`src/rtl/future_pkg.sv`:
```
// Shared types and S-box tables for the FUTURE round datapath.
// Used by sbox_layer and sbox_lane.
package future_pkg;

  typedef logic [3:0] nibble_t;
  typedef logic [1:0] fsm_state_t;

  localparam fsm_state_t ST_IDLE = 2'd0;
  localparam fsm_state_t ST_RUN  = 2'd1;
  localparam fsm_state_t ST_DONE = 2'd2;

  localparam nibble_t SBOX_FWD [16] = '{
    4'h1, 4'h3, 4'h0, 4'h2, 4'h7, 4'hE, 4'h4, 4'hD,
    4'h9, 4'hA, 4'hC, 4'h6, 4'hF, 4'h5, 4'h8, 4'hB
  };

  localparam nibble_t SBOX_INV [16] = '{
    4'h2, 4'h0, 4'h3, 4'h1, 4'h6, 4'hD, 4'hB, 4'h4,
    4'hE, 4'h8, 4'h9, 4'hF, 4'hA, 4'h7, 4'h5, 4'hC
  };

endpackage

```
`src/rtl/sbox_lane.sv`:
```
// Combinational 4-bit S-box lookup with forward/inverse select.
// The inverse table is only built when SBOX_LAYER_INV_EN is defined.
module sbox_lane
  import future_pkg::*;
(
  input  logic [3:0] nib,
  input  logic       inv,
  output logic [3:0] sub
);

`ifdef SBOX_LAYER_INV_EN
  assign sub = inv ? SBOX_INV[nib] : SBOX_FWD[nib];
`else
  logic unused_inv;
  assign unused_inv = inv;
  assign sub = SBOX_FWD[nib];
`endif

endmodule

```
`src/rtl/sbox_layer.sv`:
```
// Iterative S-box layer: LANES nibbles substituted per cycle over NBEATS cycles.
// Optional inverse mode via SBOX_LAYER_INV_EN.
//
//   state   | meaning
//   --------+-------------------------------------------------
//   IDLE    | waiting for an input block, in_ready high
//   RUN     | substituting LANES nibbles per cycle and rotating
//   DONE    | result held on out_data until out_ready
module sbox_layer
  import future_pkg::*;
#(
  parameter int DATA_W = 64,
  parameter int LANES  = 4
) (
  input  logic              clk,
  input  logic              rst_n,
  input  logic              in_valid,
  output logic              in_ready,
  input  logic [DATA_W-1:0] in_data,
  input  logic              in_inv,
  output logic              out_valid,
  input  logic              out_ready,
  output logic [DATA_W-1:0] out_data,
  output logic              busy
);

  localparam int NBEATS = DATA_W / (4 * LANES);
  localparam int CNT_W  = $clog2(NBEATS + 1);
  localparam int LW     = 4 * LANES;
  localparam logic [CNT_W-1:0] LAST_BEAT = CNT_W'(NBEATS - 1);

  generate
    if ((DATA_W % 4) != 0 || ((DATA_W / 4) % LANES) != 0) begin : g_bad_cfg
      $error("sbox_layer: DATA_W must be a multiple of 4 and DATA_W/4 a multiple of LANES");
    end
  endgenerate

  fsm_state_t        state_q;
  logic [DATA_W-1:0] reg_q;
  logic [CNT_W-1:0]  cnt_q;
  logic              mode_q;
  logic              mode_in;
  logic [LW-1:0]     sub_vec;
  logic [DATA_W-1:0] rot_next;

`ifdef SBOX_LAYER_INV_EN
  assign mode_in = in_inv;
`else
  logic unused_in_inv;
  assign unused_in_inv = in_inv;
  assign mode_in       = 1'b0;
`endif

  generate
    for (genvar g = 0; g < LANES; g++) begin : g_lane
      sbox_lane u_lane (
        .nib (reg_q[4*g +: 4]),
        .inv (mode_q),
        .sub (sub_vec[4*g +: 4])
      );
    end

    // Substituted low slice moves to the top; after NBEATS beats alignment is restored.
    if (NBEATS == 1) begin : g_rot_single
      assign rot_next = sub_vec;
    end else begin : g_rot_multi
      assign rot_next = {sub_vec, reg_q[DATA_W-1:LW]};
    end
  endgenerate

  always_ff @(posedge clk or negedge rst_n) begin
    if (!rst_n) begin
      state_q <= ST_IDLE;
      reg_q   <= '0;
      cnt_q   <= '0;
      mode_q  <= 1'b0;
    end else begin
      case (state_q)
        ST_IDLE: begin
          if (in_valid) begin
            reg_q   <= in_data;
            mode_q  <= mode_in;
            cnt_q   <= '0;
            state_q <= ST_RUN;
          end
        end
        ST_RUN: begin
          reg_q <= rot_next;
          cnt_q <= cnt_q + CNT_W'(1);
          if (cnt_q == LAST_BEAT) begin
            state_q <= ST_DONE;
          end
        end
        ST_DONE: begin
          if (out_ready) begin
            state_q <= ST_IDLE;
          end
        end
        default: state_q <= ST_IDLE;
      endcase
    end
  end

  assign in_ready  = (state_q == ST_IDLE);
  assign out_valid = (state_q == ST_DONE);
  assign busy      = (state_q == ST_RUN) || (state_q == ST_DONE);
  assign out_data  = out_valid ? reg_q : '0;

endmodule

```
`config.mk`:
```
export PLATFORM = sky130hd
export DESIGN_NAME = sbox_layer
export DESIGN_NICKNAME = d
export VERILOG_FILES = /design/src/rtl/future_pkg.sv /design/src/rtl/sbox_lane.sv /design/src/rtl/sbox_layer.sv
export SDC_FILE = /design/constraint.sdc
export NUM_CORES = 1
export LEC_CHECK = 0
export CORE_MARGIN = 2
export CORE_UTILIZATION = 47
export DETAILED_ROUTE_END_ITERATION = 8
export PLACE_DENSITY = 0.92
export RECOVER_POWER = 50
export SLEW_MARGIN = 20
export SYNTH_ARGS = -nofsm -noshare
export SYNTH_HDL_FRONTEND = slang
export SYNTH_HIERARCHICAL = 1
export SYNTH_SLANG_ARGS = --single-unit
```
`constraint.sdc`:
```
create_clock -name clk -period 2 [get_ports clk]
set_input_delay 0.5 -clock clk [delete_from_list [all_inputs] [get_ports clk]]
set_output_delay 0.5 -clock clk [all_outputs]
set_load 0.02 [all_outputs]
```
; Word level (Yosys, flattened, before mapping)
; Memories as Yosys holds them, arrays and structs flattened.
; Index checks and enable logic that the tools add are counted.
[classes]
n_addsub = 1
magnitude_cmp = 4
n_eq_ne = 6
mux = 17
bitwise_logic = 4
n_reduce_logical = 5
[op_table]
columns = op, count
row1 = $mux 64, 2
row2 = $pmux 64 s2, 1
row3 = $mux 4, 8
row4 = $ge 5x5->1 const B, 4
row5 = $not 4->5, 4
row6 = $mux 2, 3
row7 = $pmux 2 s3, 1
row8 = $pmux 3 s2, 1
row9 = $ne 2x2->1 const B, 2
row10 = $add 3x1->3 const B, 1
row11 = $eq 3x2->1 const B, 1
row12 = $mux 3, 1
row13 = $reduce_and 3->1, 1
row14 = $eq 2x1->1 const B, 1
row15 = $eq 2x2->1 const B, 1
row16 = $logic_not 2->1, 1
row17 = $ne 2x1->1 const B, 1
row18 = $reduce_and 2->1, 1
row19 = $reduce_bool 2->1, 1
row20 = $logic_or 1x1->1, 1
[totals]
regBits = 69
romBits = 256
input_bits = 69
out_inout_bits = 67
wordCells = 44
n_memories = 4
[memory_table]
columns = memory, depth, width, rd, rd_clocked_by_memory_dff, wr, line
row1 = (no name shown), 16, 4, 1, 0, 0, sbox_lane.sv:16  ; assign sub = SBOX_FWD[nib];
row2 = (no name shown), 16, 4, 1, 0, 0, sbox_lane.sv:16
row3 = (no name shown), 16, 4, 1, 0, 0, sbox_lane.sv:16
row4 = (no name shown), 16, 4, 1, 0, 0, sbox_lane.sv:16

; Depth between registers and ports, before layout
; Gate-level depths: netlist of the first run.
[depth]
word_depth = 5
mapped_depth = 8
mapped_depth_nobuf = 6

; Cells and area by module
; Netlist of the first run, hierarchy kept.
[by_module_without_submodules]
columns = module, instances, cells_each, area_per_inst_um2, seq_area_each_um2
row1 = sbox_layer, 1, 379, 3812.4, 1726.7
row2 = sbox_lane at g_lane[2].u_lane ..., 2, 16, 122.6, 0.0
row3 = sbox_lane at g_lane[0].u_lane, 1, 17, 120.1, 0.0
row4 = sbox_lane at g_lane[1].u_lane, 1, 16, 120.1, 0.0

; Worst setup path before layout of the first run
; OpenSTA, ideal clock, no wires.
[synth_path]
path_type = register -> output
start = reg state_q[0]
end = out out_data[0]
arrival_time_ns = 1.457
t_required_ns = 1.500
path_slack_ns = 0.043
stages_incl_launch_ff = 6
path_buffers = 2
cell_sequence = dfrtp_1 > inv_1 > ha_1 > clkbuf_1 > clkbuf_1 > and2_1
[synth_via]
elab_chain_cells = 2
[synth_rtl]
columns = item, line
row1 = from (decl), sbox_layer.sv:38  ; fsm_state_t state_q;
row2 = from (signal assigned), sbox_layer.sv:73  ; state_q <= ST_IDLE;
row3 = from (signal assigned), sbox_layer.sv:84  ; state_q <= ST_RUN;
row4 = from (signal assigned), sbox_layer.sv:91  ; state_q <= ST_DONE;
row5 = $eq 2x2->1, sbox_layer.sv:105  ; assign out_valid = (state_q == ST_DONE);
row6 = via out_valid, sbox_layer.sv:21  ; output logic out_valid,
row7 = $mux 64, sbox_layer.sv:107  ; assign out_data = out_valid ? reg_q : '0;
row8 = to (decl), sbox_layer.sv:23  ; output logic [DATA_W-1:0] out_data,
; The timed path passes the listed nets, and every way through them passes these cells.

; Final worst setup path of the first run
[layout_path]
start = reg state_q[0]
end = out out_data[51]
[layout_via]
elab_chain_cells = 2
[layout_rtl]
columns = item, line
row1 = $eq 2x2->1, sbox_layer.sv:105
row2 = $mux 64, sbox_layer.sv:107
; No other way between the ends.

==> flow_summary.ini, run 1 <==
[status]
status = finished, final reports clean

[timing]
fin_setup_tns_ns = 0
rsz0062_at_grt = yes
hold_ws_ns = 0.3056
slew_viol_final = 0
fmax_ghz = 0.5014
timing.final.crit_share_pct = 99.72
final_hold_viol_count = 0
finalWorstSetupSlack_ns = 0.005551
max_slew_margin_pct = 37.00
finClkSkew_ns = 0.01327
worst_pin_slew_ns = 0.9450
layout_min_cycle_time_ns = 1.994
setup_viol = 0

[placed_design]
numPortBuffers = 134
routabilityCongestion = 0.8769
place_ws_ns = -0.1607
dpl.hpwl_mm = 8.685
post-place-cells = 678

[worst_setup_path]
cpMaxStageDelayCell = dfrtp_1
worstSetupEndpointType = primary output
setup.worst_path.end = out_data[51]
cp.depth = 5
cp.required_ns = 1.50
rr_worst_depth = 6
cpPeakStageDelay_ns = 0.39
worstPathArrival_ns = 1.49
cp-start-kind = register
timing.rr.start = state_q[1]$_DFFE_PN0P_
cp_num_buf_inv = 3
cp_max_fo = 20
ff2ff_setup_slack_ns = 0.06
r2r_end = reg_q[39]$_DFFE_PN0P_
path_cells = inv_2, ha_4, buf_12, and2_1, buf_4
worstSetupPathType = reg -> out
crit_start = state_q[0]$_DFFE_PN0P_
cp_top_family = buffers and inverters

[die]
core_sq_um = 8806
initial_core_util_pct = 48.76
io-pin-count = 136
die_h_um = 99.59
die-area_sq_um = 9917
num_rows = 34
die_x_um = 99.59

[detailed_routing]
vias_per_cell = 5.312
route.vias.total = 3692
dr.pass1.iters = 4
wire_per_inst_um = 17.25
drt-total-wl_mm = 11.99
drcViolationCount = 0
first_iter_violations = 189
antenna_left = 0

[cts]
clk_pin_slew_ns = 0.07
hold_buffers = 0
cts_tree = yes
insertion_delay_ns = 0.33
cts_sinks = 69
root_buffer = clkbuf_8
cts_made_buffers = 9
clk_path_buf_depth = 2
h-tree-depth = 3

[final_layout]
antenna_cells = 0
stdcell_count = 695
nets = 666
num-fill-cells = 670
area_delta_synth_final_pct = 38.78
finish.utilization_pct = 67.68
multi_input_area_sq_um = 2351
seq_area_sq_um = 1727
drive_above_1_share_pct = 25.89

[min_path]
hold_path_class = in -> async

[synth]
synth.avg_cell_area_sq_um = 9.693
synth_area_sq_um = 4294
yosys_warnings = 6
netlist_instances = 443
synthesis.nets = 525

[power]
power_density_nw_per_um2 = 1614
peakVddDrop_uv = 983.8
total_leakage_power_uw = 0.002799

[flow_run]
cap_viol_max_count = 0

[global_route]
grt_pass1_wl_mm = 19.02
grt_pass1_vias = 3728
grt_max_degree = 58
antenna_found_initial = 0
grt_usage_pct = 24.53
grt-ovfl-total = 0
[state kept, by name, summed over array words and instances, names as in the netlist]
signal and count:
reg_q 64, cnt_q 3, state_q 2
[power by group]
| group | switching, uW | leakage, uW | internal [uW] |
|---|---|---|---|
| clock | 492 | 0.0000881 | 501 |
| combinational | 3080 | 0.00186 | 2740 |
| sequential | 693 | 0.000855 | 2110 |
[through the flow]
step                instance area [sq um]  total power (uW)
global route                         5959             10320
CTS                                  5767              9385
finish                               5959              9617
global placement                     5826              8120
detailed placement                   5826              8440
floorplan                            4294              6734
[what timing repair did]
item                                    CTS  global route
gates cloned                              1             1
resized for setup                       288            68
buffers inserted                          0             1
endpoints found under the setup margin   67            79
pin swaps                                 1             0
[worst reg2reg max path: stages, from the launching register on]
cell and delay [ns]:
dfrtp_1 0.42, buf_4 0.15, inv_2 0.05, ha_2 0.44
buf_6 0.36, mux2i_1 0.33, o21ai_2 0.07
[layer usage]
metal	GRT usage [%]	vias up	wire length (um)
li1	-	1788	-
met5	0	-	0
met3	2.530	18	525
met4	9.062	0	285
met2	39.86	112	5910
met1	34.10	1774	5267
[final cells by class]
class / count / area share, %
multi-input combinational: 335 / 39.45
inverter: 9 / 0.5669
sequential: 69 / 28.97
timing repair buffer: 160 / 25.97
tap: 108 / 2.267
clock inverter: 2 / 0.1680
clock buffer: 12 / 2.603
[cell usage in the layout, fill, tap and decap left out, drive strengths merged, types with 5 or more instances in the layout]
cell type,n
a31o,6
a31oi,5
and2,64
buf,88
clkbuf,18
clkdlybuf4s50,66
dfrtp,69
ha,13
inv,9
mux2i,65
nand2,76
nand2b,8
o21ai,66
or2,5
[how the worst min path moves through the flow]
| stage | cells after the start | start | to |
|---|---|---|---|
| detailed placement | 1 | cnt_q[0]$_DFFE_PN0P_ | cnt_q[0]$_DFFE_PN0P_ |
| global route | 1 | rst_n | reg_q[35]$_DFFE_PN0P_ |
| finish | 1 | rst_n | reg_q[50]$_DFFE_PN0P_ |
| CTS | 1 | rst_n | reg_q[35]$_DFFE_PN0P_ |
| global placement | 1 | cnt_q[0]$_DFFE_PN0P_ | cnt_q[0]$_DFFE_PN0P_ |
| floorplan | 0 | rst_n | cnt_q[0]$_DFFE_PN0P_ |
Power figures use the tool's default switching activity.
==> inputs of run 2 (changes only) <==
Settings changed: CELL_PAD_IN_SITES_DETAIL_PLACEMENT from default to 1, CELL_PAD_IN_SITES_GLOBAL_PLACEMENT from default to 2, CORE_UTILIZATION 47 to 28, SKIP_LAST_GASP from default to 1, SLEW_MARGIN 20 to 40.
==> run 2 against run 1 <==
Compared with the run above:
- the run now ends with capacitance limit, slew limit, setup timing left
- power up 7.2%
- setup slack worse by 0.013 ns
- routed wire length up 14%
- first-iteration DRC count down 53%
- critical path depth unchanged
- flip-flop and latch count unchanged
- final area up 5.4%
- clock skew down 0.0085 ns
- hold slack better by 0.20 ns
- sequential share of layout area down 1.5 points
- clock power up 52%
- critical path type unchanged
- largest cell class unchanged
==> flow_summary.ini, run 2 (synthesis results as in run 1) <==
[cts]
h-tree-depth = 3
cts_sinks = 69
cts_made_buffers = 9
root_buffer = clkbuf_16
clk_pin_slew_ns = 0.06
hold_buffers = 0
insertion_delay_ns = 0.33
clk_path_buf_depth = 2
cts_tree = yes

[worst_setup_path]
ff2ff_setup_slack_ns = 0.11
cpPeakStageDelay_ns = 0.39
cp_num_buf_inv = 3
path_cells = inv_2, ha_4, buf_12, and2_1, buf_2
cpMaxStageDelayCell = dfrtp_1
worstPathArrival_ns = 1.51
cp_top_family = buffers and inverters
worstSetupPathType = reg -> out
rr_worst_depth = 9
r2r_end = reg_q[4]$_DFFE_PN0P_
cp.required_ns = 1.50
cp-start-kind = register
worstSetupEndpointType = primary output
timing.rr.start = state_q[1]$_DFFE_PN0P_
cp_max_fo = 15

[power]
power_switching_uw = 4424
p_seq_share_pct = 26.6
power_density_nw_per_um2 = 1641
intPower_uw = 5886
pwr-share-clk_pct = 14.6
peakVddDrop_uv = 578.8
total_leakage_power_uw = 0.002902
p_comb_share_pct = 58.8
p_sw_share_pct = 42.91

[timing]
slew_viol_final = 28
setup_viol = 3
layout_min_cycle_time_ns = 2.008
timing.final.crit_share_pct = 100.4
finClkSkew_ns = 0.004818
worst_pin_slew_ns = 1.541
rsz0062_at_grt = yes
max_slew_margin_pct = -2.736
fmax_ghz = 0.4981
final_hold_viol_count = 0
finalWorstSetupSlack_ns = -0.007591

[placed_design]
dpl.hpwl_mm = 9.274
numPortBuffers = 134
post-place-cells = 758
routabilityCongestion = 0.7616

[die]
core_sq_um = 15090
die_h_um = 127.8
die_x_um = 127.8
io-pin-count = 136
num_rows = 45
die-area_sq_um = 16340
initial_core_util_pct = 28.46

[status]
violations = capacitance limit, slew limit, setup timing
status = finished with violations

[global_route]
grt_max_degree = 73
grt-ovfl-total = 0
grt_pass1_vias = 3962
grt_usage_pct = 16.52
antenna_found_initial = 0
grt_pass1_wl_mm = 21.09

[final_layout]
layout_common_cells = 76 x nand2_1, 69 x dfrtp_1, 66 x clkdlybuf4s50_1
regMostFlops = reg_q
final_common_cell = nand2_1
reg_top3 = reg_q: 64 flops, cnt_q: 3 flops, state_q: 2 flops
stdcell_count = 783
nets = 672
largest_register_ffs = 64
finish.utilization_pct = 41.63
antenna_cells = 0
area_delta_synth_final_pct = 46.30
drive_above_1_share_pct = 28.74

[min_path]
hold_depth = 2
hold_start = reg_q[38]$_DFFE_PN0P_
holdPathEnd = reg_q[38]$_DFFE_PN0P_
hold_path_class = reg -> reg

[detailed_routing]
drcViolationCount = 0
route.vias.total = 3694
drt-total-wl_mm = 13.66
wire_per_inst_um = 17.45
antenna_left = 0
first_iter_violations = 88
vias_per_cell = 4.718
dr.pass1.iters = 4

[flow_run]
cap_viol_max_count = 1
-- run 2: final cells by class --
cell class / count / area, sq um
Timing Repair Buffer: 166 / 1613
Clock inverter: 1 / 5.005
Tap cell: 188 / 235.2
Sequential cell: 69 / 1727
Clock buffer: 15 / 267.8
Multi-Input combinational cell: 335 / 2401
Fill cell: 1706 / 8807
Inverter: 9 / 33.78
-- run 2: worst register-to-register path, cell delays in order (launching register included) --
cell     delay, ns
dfrtp_1       0.41
buf_4         0.15
inv_1         0.11
ha_1          0.18
buf_4         0.14
mux2i_4       0.24
buf_4         0.19
buf_12        0.24
nand2_1       0.09
o21ai_1       0.07
-- run 2: metrics by stage --
stage	setup TNS (ns)	setup slack, ns	power, uW	area, sq um	hold WS (ns)
global route	-2.977	-0.06266	11130	6282	0.5381
floorplan	0	0.04271	6734	4294	0.2044
CTS	-1.721	-0.09915	10170	6222	0.09252
global placement	-7.204	-0.1468	8129	5926	0.4399
detailed placement	-8.611	-0.1757	8467	5926	0.4516
finish	-0.01505	-0.007591	10310	6282	0.5062
-- run 2: worst max path at each step --
stage,startpoint,endpoint,slack [ns],cells past startpoint
2_1_floorplan,state_q[0]$_DFFE_PN0P_,out_data[0],0.04,5
3_3_place_gp,state_q[0]$_DFFE_PN0P_,out_data[34],-0.15,5
3_5_place_dp,state_q[0]$_DFFE_PN0P_,out_data[20],-0.18,5
4_1_cts,state_q[0]$_DFFE_PN0P_,out_data[2],-0.1,5
5_1_grt,state_q[0]$_DFFE_PN0P_,out_data[60],-0.06,5
6_report,state_q[0]$_DFFE_PN0P_,out_data[60],-0.008,5
-- run 2: what timing repair did --
action / 4_1_cts / 5_1_grt
resized for setup: 348 / 26
pin swaps: 1 / 0
endpoints found under the setup margin: 67 / 106
buffers inserted: 2 / 4
cloned: 2 / 3
-- run 2: layer usage --
metal,vias up,global-route usage [%],wire (um)
li1,1798,-,-
met1,1795,21.01,6084
met2,88,28.00,6721
met3,13,3.464,666
met4,0,5.495,189
met5,-,0,0
-- run 2: power groups by stage --
stage                     combinational [uW]  sequential [uW]  clock [uW]
after floorplan                         4130             2600           0
after global placement                  5440             2690           0
after detailed placement                5730             2740           0
after CTS                               5870             2750        1550
after global routing                    6670             2860        1600
final                                   6060             2740        1510
==> inputs of run 3 (changes only) <==
Settings changed: SLEW_MARGIN 40 to 20, TNS_END_PERCENT from default to 10.
==> run 3 against run 2 <==
Compared with the run above:
- the run still ends with capacitance limit, slew limit, setup timing left
- routed wire length shrank 5.9%
- clock skew grew 0.0016 ns
- first-iteration DRC count shrank 13%
- register-to-register slack lost 0.09 ns
- sequential power is essentially flat
- sequential share of layout area grew 1.0 points
- critical endpoint is now out_data[39]
- largest power group unchanged
==> flow_summary.ini, run 3 (synthesis results as in run 1) <==
[status]
status = finished with violations
violations = capacitance limit, slew limit, setup timing

[timing]
finalWorstSetupSlack_ns = -0.06425
rsz0062_at_grt = yes
setup_viol = 35
fin_setup_tns_ns = -1.446
worst_pin_slew_ns = 1.544
slew_viol_final = 28
timing.final.crit_share_pct = 103.2
hold_ws_ns = 0.5049
layout_min_cycle_time_ns = 2.064
max_slew_margin_pct = -2.934
final_hold_viol_count = 0
finClkSkew_ns = 0.006382
fmax_ghz = 0.4844

[global_route]
grt_pass1_vias = 3936
grt-ovfl-total = 0
grt_pass1_wl_mm = 20.95
grt_max_degree = 73
antenna_found_initial = 0
grt_usage_pct = 16.41

[power]
p_seq_share_pct = 27.7
power_switching_uw = 4219
fin_total_pwr_uw = 9810
p_comb_share_pct = 57.0
intPower_uw = 5592
p_sw_share_pct = 43.00
total_leakage_power_uw = 0.002789
peakVddDrop_uv = 703.7
pwr-share-clk_pct = 15.3
power_density_nw_per_um2 = 1620

[worst_setup_path]
cpMaxStageDelayCell = dfrtp_1
r2r_end = reg_q[0]$_DFFE_PN0P_
ff2ff_setup_slack_ns = 0.02
worstSetupEndpointType = primary output
crit_start = state_q[0]$_DFFE_PN0P_
cp.required_ns = 1.50
cp.depth = 5
worstSetupPathType = reg -> out
cp_num_buf_inv = 3
cp_max_fo = 18
worstPathArrival_ns = 1.56
cpPeakStageDelay_ns = 0.39
setup.worst_path.end = out_data[39]
path_cells = inv_2, ha_4, buf_12, and2_1, clkdlybuf4s15_2
timing.rr.start = state_q[1]$_DFFE_PN0P_
cp-start-kind = register
rr_worst_depth = 8
cp_top_family = buffers and inverters

[die]
num_rows = 45
io-pin-count = 136
die_h_um = 127.8
die-area_sq_um = 16340
initial_core_util_pct = 28.46
core_sq_um = 15090
die_x_um = 127.8

[detailed_routing]
drt-total-wl_mm = 12.85
route.vias.total = 3608
vias_per_cell = 4.644
drcViolationCount = 0
first_iter_violations = 77
dr.pass1.iters = 4
antenna_left = 0
wire_per_inst_um = 16.54

[final_layout]
drive_above_1_share_pct = 23.77
final_area_sq_um = 6057
antenna_cells = 0
stdcell_count = 777
final_common_cell = nand2_1
nets = 666
reg_top3 = reg_q: 64 flops, cnt_q: 3 flops, state_q: 2 flops
layout_common_cells = 76 x nand2_1, 69 x dfrtp_1, 66 x clkdlybuf4s50_1
area_delta_synth_final_pct = 41.05
largest_register_ffs = 64
regMostFlops = reg_q

[placed_design]
numPortBuffers = 134
place_area_sq_um = 5926
dpl.hpwl_mm = 9.274
routabilityCongestion = 0.7616
post-place-cells = 758

[cts]
h-tree-depth = 3
cts_tree = yes
cts_sinks = 69
clk_pin_slew_ns = 0.06
clk_path_buf_depth = 2
insertion_delay_ns = 0.33
root_buffer = clkbuf_16
cts_made_buffers = 9

[min_path]
hold_path_class = reg -> reg

[flow_run]
cap_viol_max_count = 1
run 3: final cells by class:
| type | count | area (sq um) |
|---|---|---|
| fill | 1727 | 9032 |
| multi-input combinational | 335 | 2344 |
| sequential | 69 | 1727 |
| timing repair buffer | 160 | 1445 |
| clock buffer | 15 | 267.8 |
| tap | 188 | 235.2 |
| inverter | 9 | 33.78 |
| clock inverter | 1 | 5.005 |
run 3: how the worst min path moves through the flow:
stage | start | end | slack (ns) | cells past startpoint
floorplan | rst_n | cnt_q[0]$_DFFE_PN0P_ | 0.20 | 0
global placement | rst_n | reg_q[27]$_DFFE_PN0P_ | 0.44 | 1
detailed placement | rst_n | reg_q[27]$_DFFE_PN0P_ | 0.45 | 1
CTS | rst_n | reg_q[27]$_DFFE_PN0P_ | 0.09 | 1
global route | cnt_q[0]$_DFFE_PN0P_ | cnt_q[0]$_DFFE_PN0P_ | 0.54 | 1
finish | reg_q[38]$_DFFE_PN0P_ | reg_q[38]$_DFFE_PN0P_ | 0.50 | 2
run 3: tightest hold or removal path, stage by stage, from the launching register on:
cell	delay, ns
dfrtp_1	0.36
nand2_1	0.07
o21ai_2	0.05
run 3: repair_timing:
| action | in CTS | in global routing |
|---|---|---|
| setup endpoints to repair | 67 | 108 |
| gates cloned | 2 | 0 |
| gates resized for setup | 244 | 14 |
| hold buffers | 0 | 0 |
| setup buffers | 2 | 0 |
| pin swaps | 1 | 0 |
| endpoints found under the hold margin | 0 | 0 |
run 3: layer usage:
metal  wire, um  global-route usage, %
met4        174                  5.495
met2       6295                  27.78
met1       5795                  20.96
met5          0                      0
met3        588                  3.297
run 3: power by group through the flow:
stage          clock network [uW]  registers, uW  logic [uW]
5_1_grt                      1600           2840        6220
4_1_cts                      1550           2730        5750
3_3_place_gp                    0           2690        5440
2_1_floorplan                   0           2600        4130
3_5_place_dp                    0           2740        5730
6_report                     1500           2720        5590
run 3: metrics by stage:
| step | util [%] | setup WS (ns) |
|---|---|---|
| 2_1_floorplan | - | 0.04271 |
| 3_3_place_gp | 39.27 | -0.1468 |
| 3_5_place_dp | 39.27 | -0.1757 |
| 4_1_cts | 40.64 | -0.1001 |
| 5_1_grt | 40.14 | -0.1359 |
| 6_report | 40.14 | -0.06425 |
